[config.mk]
export PLATFORM = sky130hd
export DESIGN_NAME = cmult_acc_dump
export DESIGN_NICKNAME = d
export VERILOG_FILES = /design/src/rtl/cmult_acc_dump.sv
export SDC_FILE = /design/constraint.sdc
export NUM_CORES = 1
export LEC_CHECK = 0
export CELL_PAD_IN_SITES_DETAIL_PLACEMENT = 1
export CELL_PAD_IN_SITES_GLOBAL_PLACEMENT = 2
export CORE_ASPECT_RATIO = 0.9
export CORE_MARGIN = 1
export CORE_UTILIZATION = 37
export CTS_CLUSTER_DIAMETER = 100
export DETAILED_ROUTE_END_ITERATION = 10
export PLACE_DENSITY = 0.83
export SETUP_SLACK_MARGIN = 0.5
export SYNTH_ARGS = -nofsm -noshare
export SYNTH_HDL_FRONTEND = slang
export SYNTH_SLANG_ARGS = --single-unit
[constraint.sdc]
create_clock -name aclk -period 9.95 [get_ports aclk]
set_clock_uncertainty 0.05 [all_clocks]
set_input_delay 1.99 -clock aclk [delete_from_list [all_inputs] [get_ports aclk]]
set_output_delay 1.99 -clock aclk [all_outputs]
set_load 0.05 [all_outputs]
[src/rtl/cmult_acc_dump.sv]
// Integrate-and-dump correlator behind the complex multiplier.
// It sums a programmable number of (re, im) products, then rounds, shifts
// and saturates each sum to 16 bits. The result is one packed IQ word per block.
// Optional feature macro: CMULT_ACC_TLAST_EN adds s_last / m_last, so a block
// can end early on an accepted s_last beat.
module cmult_acc_dump #(
    parameter int unsigned DATA_WIDTH  = 32,
    parameter int unsigned ACC_WIDTH   = 48,
    parameter int unsigned LEN_WIDTH   = 16,
    parameter int unsigned SHIFT_WIDTH = 6
) (
    input  logic                          aclk,
    input  logic                          aresetn,
    input  logic signed [DATA_WIDTH-1:0]  s_cr,
    input  logic signed [DATA_WIDTH-1:0]  s_ci,
    input  logic                          s_valid,
    output logic                          s_ready,
    input  logic        [LEN_WIDTH-1:0]   cfg_len,
    input  logic        [SHIFT_WIDTH-1:0] cfg_shift,
    output logic        [31:0]            m_data,
    output logic                          m_valid,
    input  logic                          m_ready,
    output logic                          sat_flag,
`ifdef CMULT_ACC_TLAST_EN
    input  logic                          s_last,
    output logic                          m_last,
`endif
    input  logic                          sat_clr
);

    localparam int unsigned EXT_W = ACC_WIDTH - DATA_WIDTH;
    localparam int unsigned RND_W = ACC_WIDTH + 1;   // headroom for the rounding add
    localparam int unsigned OUT_W = 16;

    localparam logic signed [RND_W-1:0] SAT_MAX = RND_W'(32'sd32767);
    localparam logic signed [RND_W-1:0] SAT_MIN = RND_W'(-32'sd32768);

    typedef enum logic [0:0] {
        ST_FIRST = 1'b0,
        ST_ACCUM = 1'b1
    } state_t;

    typedef struct packed {
        logic [OUT_W-1:0] i;
        logic [OUT_W-1:0] q;
    } iq_t;

    state_t                         state_q,  state_d;
    logic signed [ACC_WIDTH-1:0]    acc_re_q, acc_re_d;
    logic signed [ACC_WIDTH-1:0]    acc_im_q, acc_im_d;
    logic        [LEN_WIDTH-1:0]    cnt_q,    cnt_d;
    logic        [LEN_WIDTH-1:0]    len_q,    len_d;
    logic        [SHIFT_WIDTH-1:0]  shift_q,  shift_d;
    iq_t                            m_data_q, m_data_d;
    logic                           m_valid_q, m_valid_d;
    logic                           sat_q,    sat_d;
    logic                           m_last_q, m_last_d;

    logic                           accept_c;
    logic                           last_c;
    logic                           final_c;
    logic signed [ACC_WIDTH-1:0]    in_re_c, in_im_c;
    logic signed [ACC_WIDTH-1:0]    sum_re_c, sum_im_c;
    logic        [SHIFT_WIDTH-1:0]  shift_sel_c;
    logic        [OUT_W:0]          res_re_c, res_im_c;

    // Round half-up, arithmetic shift, saturate; returns {clipped, value}.
    function automatic logic [OUT_W:0] round_sat(input logic signed [ACC_WIDTH-1:0] sum,
                                                 input logic [SHIFT_WIDTH-1:0] sh);
        logic signed [RND_W-1:0] ext;
        logic signed [RND_W-1:0] rnd;
        logic signed [RND_W-1:0] shr;
        ext = {sum[ACC_WIDTH-1], sum};
        rnd = '0;
        if (sh != '0) begin
            rnd = RND_W'(1) << (sh - SHIFT_WIDTH'(1));
        end
        shr = (ext + rnd) >>> sh;
        if (shr > SAT_MAX) begin
            round_sat = {1'b1, 16'h7fff};
        end else if (shr < SAT_MIN) begin
            round_sat = {1'b1, 16'h8000};
        end else begin
            round_sat = {1'b0, shr[OUT_W-1:0]};
        end
    endfunction

`ifdef CMULT_ACC_TLAST_EN
    assign last_c = s_last;
    assign m_last = m_last_q;
`else
    assign last_c = 1'b0;
`endif

    // Input stalls only while an undelivered result is held; closed in reset.
    assign s_ready  = aresetn && !(m_valid_q && !m_ready);
    assign accept_c = s_valid && s_ready;

    assign in_re_c = {{EXT_W{s_cr[DATA_WIDTH-1]}}, s_cr};
    assign in_im_c = {{EXT_W{s_ci[DATA_WIDTH-1]}}, s_ci};

    // Next-state, accumulate and dump logic.
    always_comb begin
        state_d   = state_q;
        acc_re_d  = acc_re_q;
        acc_im_d  = acc_im_q;
        cnt_d     = cnt_q;
        len_d     = len_q;
        shift_d   = shift_q;
        m_data_d  = m_data_q;
        m_valid_d = m_valid_q;
        sat_d     = sat_q;
        m_last_d  = m_last_q;

        // The first beat starts from zero and uses the live config; later beats use the latched block config.
        if (state_q == ST_FIRST) begin
            sum_re_c    = in_re_c;
            sum_im_c    = in_im_c;
            shift_sel_c = cfg_shift;
            final_c     = (cfg_len == LEN_WIDTH'(1)) || last_c;
        end else begin
            sum_re_c    = acc_re_q + in_re_c;
            sum_im_c    = acc_im_q + in_im_c;
            shift_sel_c = shift_q;
            final_c     = (cnt_q == (len_q - LEN_WIDTH'(1))) || last_c;
        end

        res_re_c = round_sat(sum_re_c, shift_sel_c);
        res_im_c = round_sat(sum_im_c, shift_sel_c);

        if (m_valid_q && m_ready) begin
            m_valid_d = 1'b0;
        end
        if (sat_clr) begin
            sat_d = 1'b0;
        end

        if (accept_c) begin
            acc_re_d = sum_re_c;
            acc_im_d = sum_im_c;
            if (state_q == ST_FIRST) begin
                len_d   = cfg_len;
                shift_d = cfg_shift;
                cnt_d   = LEN_WIDTH'(1);
            end else begin
                cnt_d   = cnt_q + LEN_WIDTH'(1);
            end
            if (final_c) begin
                m_data_d.i = res_re_c[OUT_W-1:0];
                m_data_d.q = res_im_c[OUT_W-1:0];
                m_valid_d  = 1'b1;
                m_last_d   = last_c;
                if (res_re_c[OUT_W] || res_im_c[OUT_W]) begin
                    sat_d = 1'b1;
                end
                state_d = ST_FIRST;
            end else begin
                state_d = ST_ACCUM;
            end
        end
    end

    // State and datapath registers.
    always_ff @(posedge aclk or negedge aresetn) begin
        if (!aresetn) begin
            state_q   <= ST_FIRST;
            acc_re_q  <= '0;
            acc_im_q  <= '0;
            cnt_q     <= '0;
            len_q     <= '0;
            shift_q   <= '0;
            m_data_q  <= '0;
            m_valid_q <= 1'b0;
            sat_q     <= 1'b0;
            m_last_q  <= 1'b0;
        end else begin
            state_q   <= state_d;
            acc_re_q  <= acc_re_d;
            acc_im_q  <= acc_im_d;
            cnt_q     <= cnt_d;
            len_q     <= len_d;
            shift_q   <= shift_d;
            m_data_q  <= m_data_d;
            m_valid_q <= m_valid_d;
            sat_q     <= sat_d;
            m_last_q  <= m_last_d;
        end
    end

    assign m_data   = m_data_q;
    assign m_valid  = m_valid_q;
    assign sat_flag = sat_q;

endmodule

==> results of run 1 <==
-- kinds of logic after synthesis --
family	Yosys count
compound gates	1353
xor+xnor	170
fa+ha+maj	197
buf+inv	304
flops	169
mux	227
simple gates	1493
-- routing by layer --
| layer | up-vias | global-route usage | wire length, microns | share of wire |
|---|---|---|---|---|
| met5 | - | 0 | 13 | 0.000089 |
| met4 | 2 | 0.173 | 7020 | 0.048 |
| met3 | 345 | 0.0555 | 9240 | 0.063 |
| met2 | 1262 | 0.607 | 67600 | 0.46 |
| met1 | 17871 | 0.467 | 61800 | 0.42 |
| li1 | 16524 | - | - | - |
-- worst max-delay path by stage --
stage | startpoint | to | slack (ns)
2_1_floorplan | s_cr[9] | sat_flag | 0.33
3_3_place_gp | s_ci[0] | m_data[0] | -1.22
3_5_place_dp | s_cr[1] | sat_flag | -1.43
4_1_cts | s_cr[0] | sat_flag | 0.11
5_1_grt | s_cr[2] | m_data[30] | -0.32
6_report | s_cr[3] | m_data[19] | 0.03
-- state kept, by name, summed over array words and instances, names as in the netlist --
signal / count
len_q: 16
shift_q: 6
m_valid: 1
state_q: 1
acc_re_q: 48
acc_im_q: 48
sat_flag: 1
cnt_q: 16
m_data: 32
-- worst reg2reg max path, delay by kind of cell, from the launching register on --
family,cells,cell delay [ns]
adder cells (fa/ha/maj),3,0.76
multiplexers,2,0.41
XOR/XNOR,1,0.13
flip-flops,1,0.40
AO/OA/AOI/OAI,21,4.41
AND/OR/NAND/NOR,8,1.42
buffers and inverters,8,1.10
-- what timing repair did --
item	CTS	global route
gates cloned	2	1
pin swaps	168	120
buffers inserted	62	40
hold buffers	0	0
setup endpoints to repair	31	31
resized for setup	320	189
-- layout make-up --
class / instances / area, sq um
Clock inverter: 15 / 178
Timing Repair Buffer: 1146 / 9110
Tap cell: 970 / 1210
Antenna cell: 3 / 7.51
Clock buffer: 17 / 425
Sequential cell: 169 / 4230
Multi-Input combinational cell: 3440 / 24800
Fill cell: 9247 / 34400
Inverter: 63 / 236
-- power breakdown --
group	internal, mW	total, mW	switching (mW)
registers	0.902	1.08	0.174
logic	7.32	16.1	8.77
clock network	0.360	0.761	0.401
-- per-stage QoR --
step | total power [mW] | std cells | setup WS [ns] | cell area, sq um
global placement | 14.7 | 5683 | -1.22 | 36600
floorplan | 8.50 | 3913 | 0.330 | 28000
CTS | 16.8 | 5779 | 0.112 | 39000
finish | 17.9 | 5823 | 0.0284 | 40300
detailed placement | 15.0 | 5683 | -1.43 | 36600
global route | 18.9 | 5821 | -0.320 | 40200
-- Yosys cell counts, types with 97 or more instances --
cell type	instances	share of area
a21oi_1	379	0.068
xnor2_1	97	0.030
clkbuf_1	167	0.022
o21ai_0	227	0.041
mux2_2	123	0.050
nand2_1	554	0.075
nand3_1	97	0.017
nor2_1	399	0.054
dfrtp_1	169	0.15
a21o_1	108	0.029
mux2i_1	98	0.035
ha_1	192	0.086
==> run metrics, run 1 <==
CP arrival=10.30 ns; reg2reg setup slack=1.16 ns; RSZ-0062 raised after global routing=yes; Simple-Gate Fraction of Synth Area=0.247; first-pass GRT wire length=219000 microns; CTS buffer count=17; GRT Util Overall=0.367; Final HPWL DP=113000 microns; drt pass-1 iters=6; nets=~5100; CP Depth=42; share of layout cells above drive strength 1=0.331; Crit Path Max Fanout=8; CP Class=input pin to flip-flop; worst slew pin tran=between 1 and 1.5 ns; Root Buffer=clkbuf_16; Final GP Congestion=around 1.0; initial core utilization=0.374; fin. max-slew vios=0; final setup TNS=0 ns; DR WL/cell=25.0 microns; H-tree lvl count=4; register area share after synthesis=0.152; mux cell area share after synthesis=0.0894; final clock period utilization by the worst path=0.997; Synth Instances=3913; CP Launch Type=input pin; Post-synth EDFFs=0; TritonCTS clock tree=yes; CP max stage delay=0.54 ns; port bufs=125; DR vias=36004; CP delay by family, top=compound AO/OA/AOI/OAI gates; endpoints failing hold=0; Core Util, Final=0.539; flops & latches, synth=about 170; DRT Wirelength=146000 microns; Syn Std Cell Area=27900 sq um; clock slew at reported path FFs=0.08 ns; xor and xnor area share after synthesis=0.0534; largest family of logic cells by synthesized area=compound AO/OA/AOI/OAI gates; most frequent cells in the layout=buf_4, nand2_1, nor2_1; worst vdd ir=0.000233 V; Hold EP=acc_re_q[30]; initial antenna violation count=3; DIE WIDTH=291 microns; commonest non-fill, non-tap cell in the layout=buf_4; ys flop type=dfrtp_1; maximum achievable frequency=101 MHz; pwr/cell area=between 400 and 500 nW/um^2; clk sinks=169; Worst Reg-to-Reg Cells=43; Synth cell types=114; reg2reg end=m_data[19]; CP bufs+invs=9; status=completed; Slew Limit Headroom=0.292; yosys warns=0; Final Setup Violations=0; area grow syn2layout=44.4%; share of flip-flops with an asynchronous set or reset=1.00; critical path's slowest cell=or4_4; Die ar.=76500 sq um; die height=262 microns; standard-cell rows=95; Compound-Gate Fraction of Synth Area=0.325; synthesized area per cell=7.13 sq um; core area=74600 sq um; synthesized net count=between 4000 and 5000; 1st-iter DRT viols=2946; GRT Residual Overflow=0; critical path endpoint category=flip-flop; crit-path most repeated cell=buf_4; worst-case clock buffer depth=2; Max-Cap Viols=0; adder-cell share of the synthesized area=0.0894; Leakage=between 15 and 20 nW; remaining antenna violation count=0; Clock Latency Late Sink=0.54 ns; largest net degree at the start of global routing=90; Reg-to-Reg Start=acc_re_q[0]; crit path time final=9.92 ns; vias in the first global route=36637; WP data required=10.33 ns; final hold slack=0.435 ns; Residual DRC=0; I/O pins=126; vias per cell=6.18; WHS Path Cells=2; Worst Hold Class=flip-flop to flip-flop; worst hold start=acc_re_q[30]
Power figures use the tool's default switching activity.
==> run 2: changes to the inputs <==
==> constraint.sdc (replaced) <==
create_clock -name aclk -period 9.95 [get_ports aclk]
set_clock_uncertainty 0.05 [all_clocks]
set_input_delay 0.995 -clock aclk [delete_from_list [all_inputs] [get_ports aclk]]
set_output_delay 0.995 -clock aclk [all_outputs]
set_load 0.05 [all_outputs]
==> run metrics, run 2 (synthesis results as in run 1) <==
most frequent cells in the layout=buf_4, nand2_1, nor2_1; Reg-to-Reg Start=acc_re_q[0]; CP max stage delay=0.54 ns; worst slew pin tran=1.12 ns; DRT Wirelength=134000 microns; crit path time final=9.25 ns; endpoints failing hold=0; standard-cell rows=95; pwr/cell area=approximately 430 nW/um^2; CTS hold repair buffers=0; Slew Limit Headroom=0.247; final clock period utilization by the worst path=0.929; WP data required=around 10 ns; I/O pins=approximately 130; RSZ-0062 raised after global routing=yes; drt pass-1 iters=5; core area=74600 sq um; worst setup path start=s_ci[0]; Die ar.=between 70000 and 80000 sq um; worst vdd ir=0.000191 V; initial core utilization=0.374; CP arrival=9.62 ns; clk sinks=169; critical path endpoint category=flip-flop; 1st-iter DRT viols=2608; GRT Util Overall=0.342; remaining antenna violation count=0; Max-Cap Viols=0; total power=15.3 mW; initial antenna violation count=2; critical path's slowest cell=or4b_1; Leakage=15.8 nW; die height=262 microns; Residual DRC=0; commonest non-fill, non-tap cell in the layout=buf_4; Final Setup Violations=0; Fillers=around 9300; share of layout cells above drive strength 1=0.223; DIE WIDTH=291 microns; CP Launch Type=input pin; area grow syn2layout=27.5%; CTS buffer count=17; DR vias=33474; GRT Residual Overflow=0; largest net degree at the start of global routing=98; Crit Path Max Fanout=5; first-pass GRT wire length=204000 microns; final setup TNS=0 ns; vias per cell=6.25; Clock Latency Late Sink=0.53 ns; port bufs=125; vias in the first global route=33368; TritonCTS clock tree=yes; crit-path most repeated cell=buf_4; worst-case clock buffer depth=2; status=completed; nets=around 4700; CP Class=input pin to flip-flop; fin. max-slew vios=0; clock slew at reported path FFs=0.08 ns; DR WL/cell=about 25 microns; maximum achievable frequency=108 MHz; Worst Hold Class=input pin to async pin; Final HPWL DP=roughly 110000 microns; Root Buffer=clkbuf_16; H-tree lvl count=4; Final GP Congestion=0.998
==> run 2: cell types whose count changed in the layout (fill, tap and decap cells not counted), moves of 10 or more <==
cell             delta
a21oi_2            -38
buf_6              -21
nand2_2            -13
nand2_1            +15
buf_4             -440
ha_4               -23
dlygate4sd2_1      -18
a21oi_1            +44
o21ai_2            -13
ha_1               +25
clkdlybuf4s50_1    +22
o21ai_0            +10
==> run 2: final cells by class <==
class | instances | area (sq um) | share of cell area
clock buffer | 18 | 439 | 0.0123
antenna | 1 | 2.50 | 0.0000704
sequential | 169 | 4230 | 0.119
tap | 970 | 1210 | 0.0341
inverter | 63 | 236 | 0.00665
multi-input combinational | 3440 | 23800 | 0.669
clock inverter | 14 | 148 | 0.00415
timing repair buffer | 680 | 5480 | 0.154
==> run 2: per-stage QoR <==
stage                util  worst slack, ns  hold WS (ns)  std cells  area [sq um]
floorplan               -            0.902         0.400       3913         27900
global placement    0.449           -0.403         0.412       5292         33500
detailed placement  0.449           -0.624         0.418       5292         33500
CTS                 0.462            0.507         0.350       5330         34500
global route        0.476            0.336         0.372       5354         35600
finish              0.476            0.702         0.346       5355         35600
==> run 2: repair_timing <==
item                       4_1_cts  5_1_grt
gates resized for setup         86      186
hold endpoints to repair         0        0
buffers inserted                 6       24
pin swaps                       34      104
setup endpoints to repair       31       31
==> run 2: path summary, 6_finish.rpt <==
check / to / slack [ns] / cells after the start
setup / recovery: sat_flag / 0.70 / 42
hold / removal: acc_re_q[38] / 0.35 / 1
setup reg to reg: sat_flag / 0.94 / 41
hold reg to reg: acc_im_q[8] / 0.43 / 2
max in group asynchronous: acc_im_q[4] / 8.04 / 2
min in group aclk: acc_im_q[8] / 0.43 / 2
==> run 2: worst max-delay path, delay by kind of cell <==
kind                     cells  cell delay, ns
AO/OA/AOI/OAI               19            3.60
AND/OR/NAND/NOR              8            1.83
buffers and inverters        8            1.51
adder cells (fa/ha/maj)      3            0.84
multiplexers                 3            0.69
XOR/XNOR                     1            0.12
==> run 2: layer usage <==
layer / share of wire / global-route usage
met5: 0.000097 / 0
met3: 0.059 / 0.0512
met2: 0.46 / 0.558
met4: 0.036 / 0.123
met1: 0.45 / 0.455
==> run 2: power by group <==
group | switching (mW) | total (mW) | internal [mW] | leakage, nW
Combinational | 7.90 | 13.5 | 5.58 | 13.4
Sequential | 0.148 | 1.05 | 0.902 | 2.10
Clock | 0.397 | 0.738 | 0.342 | 0.283
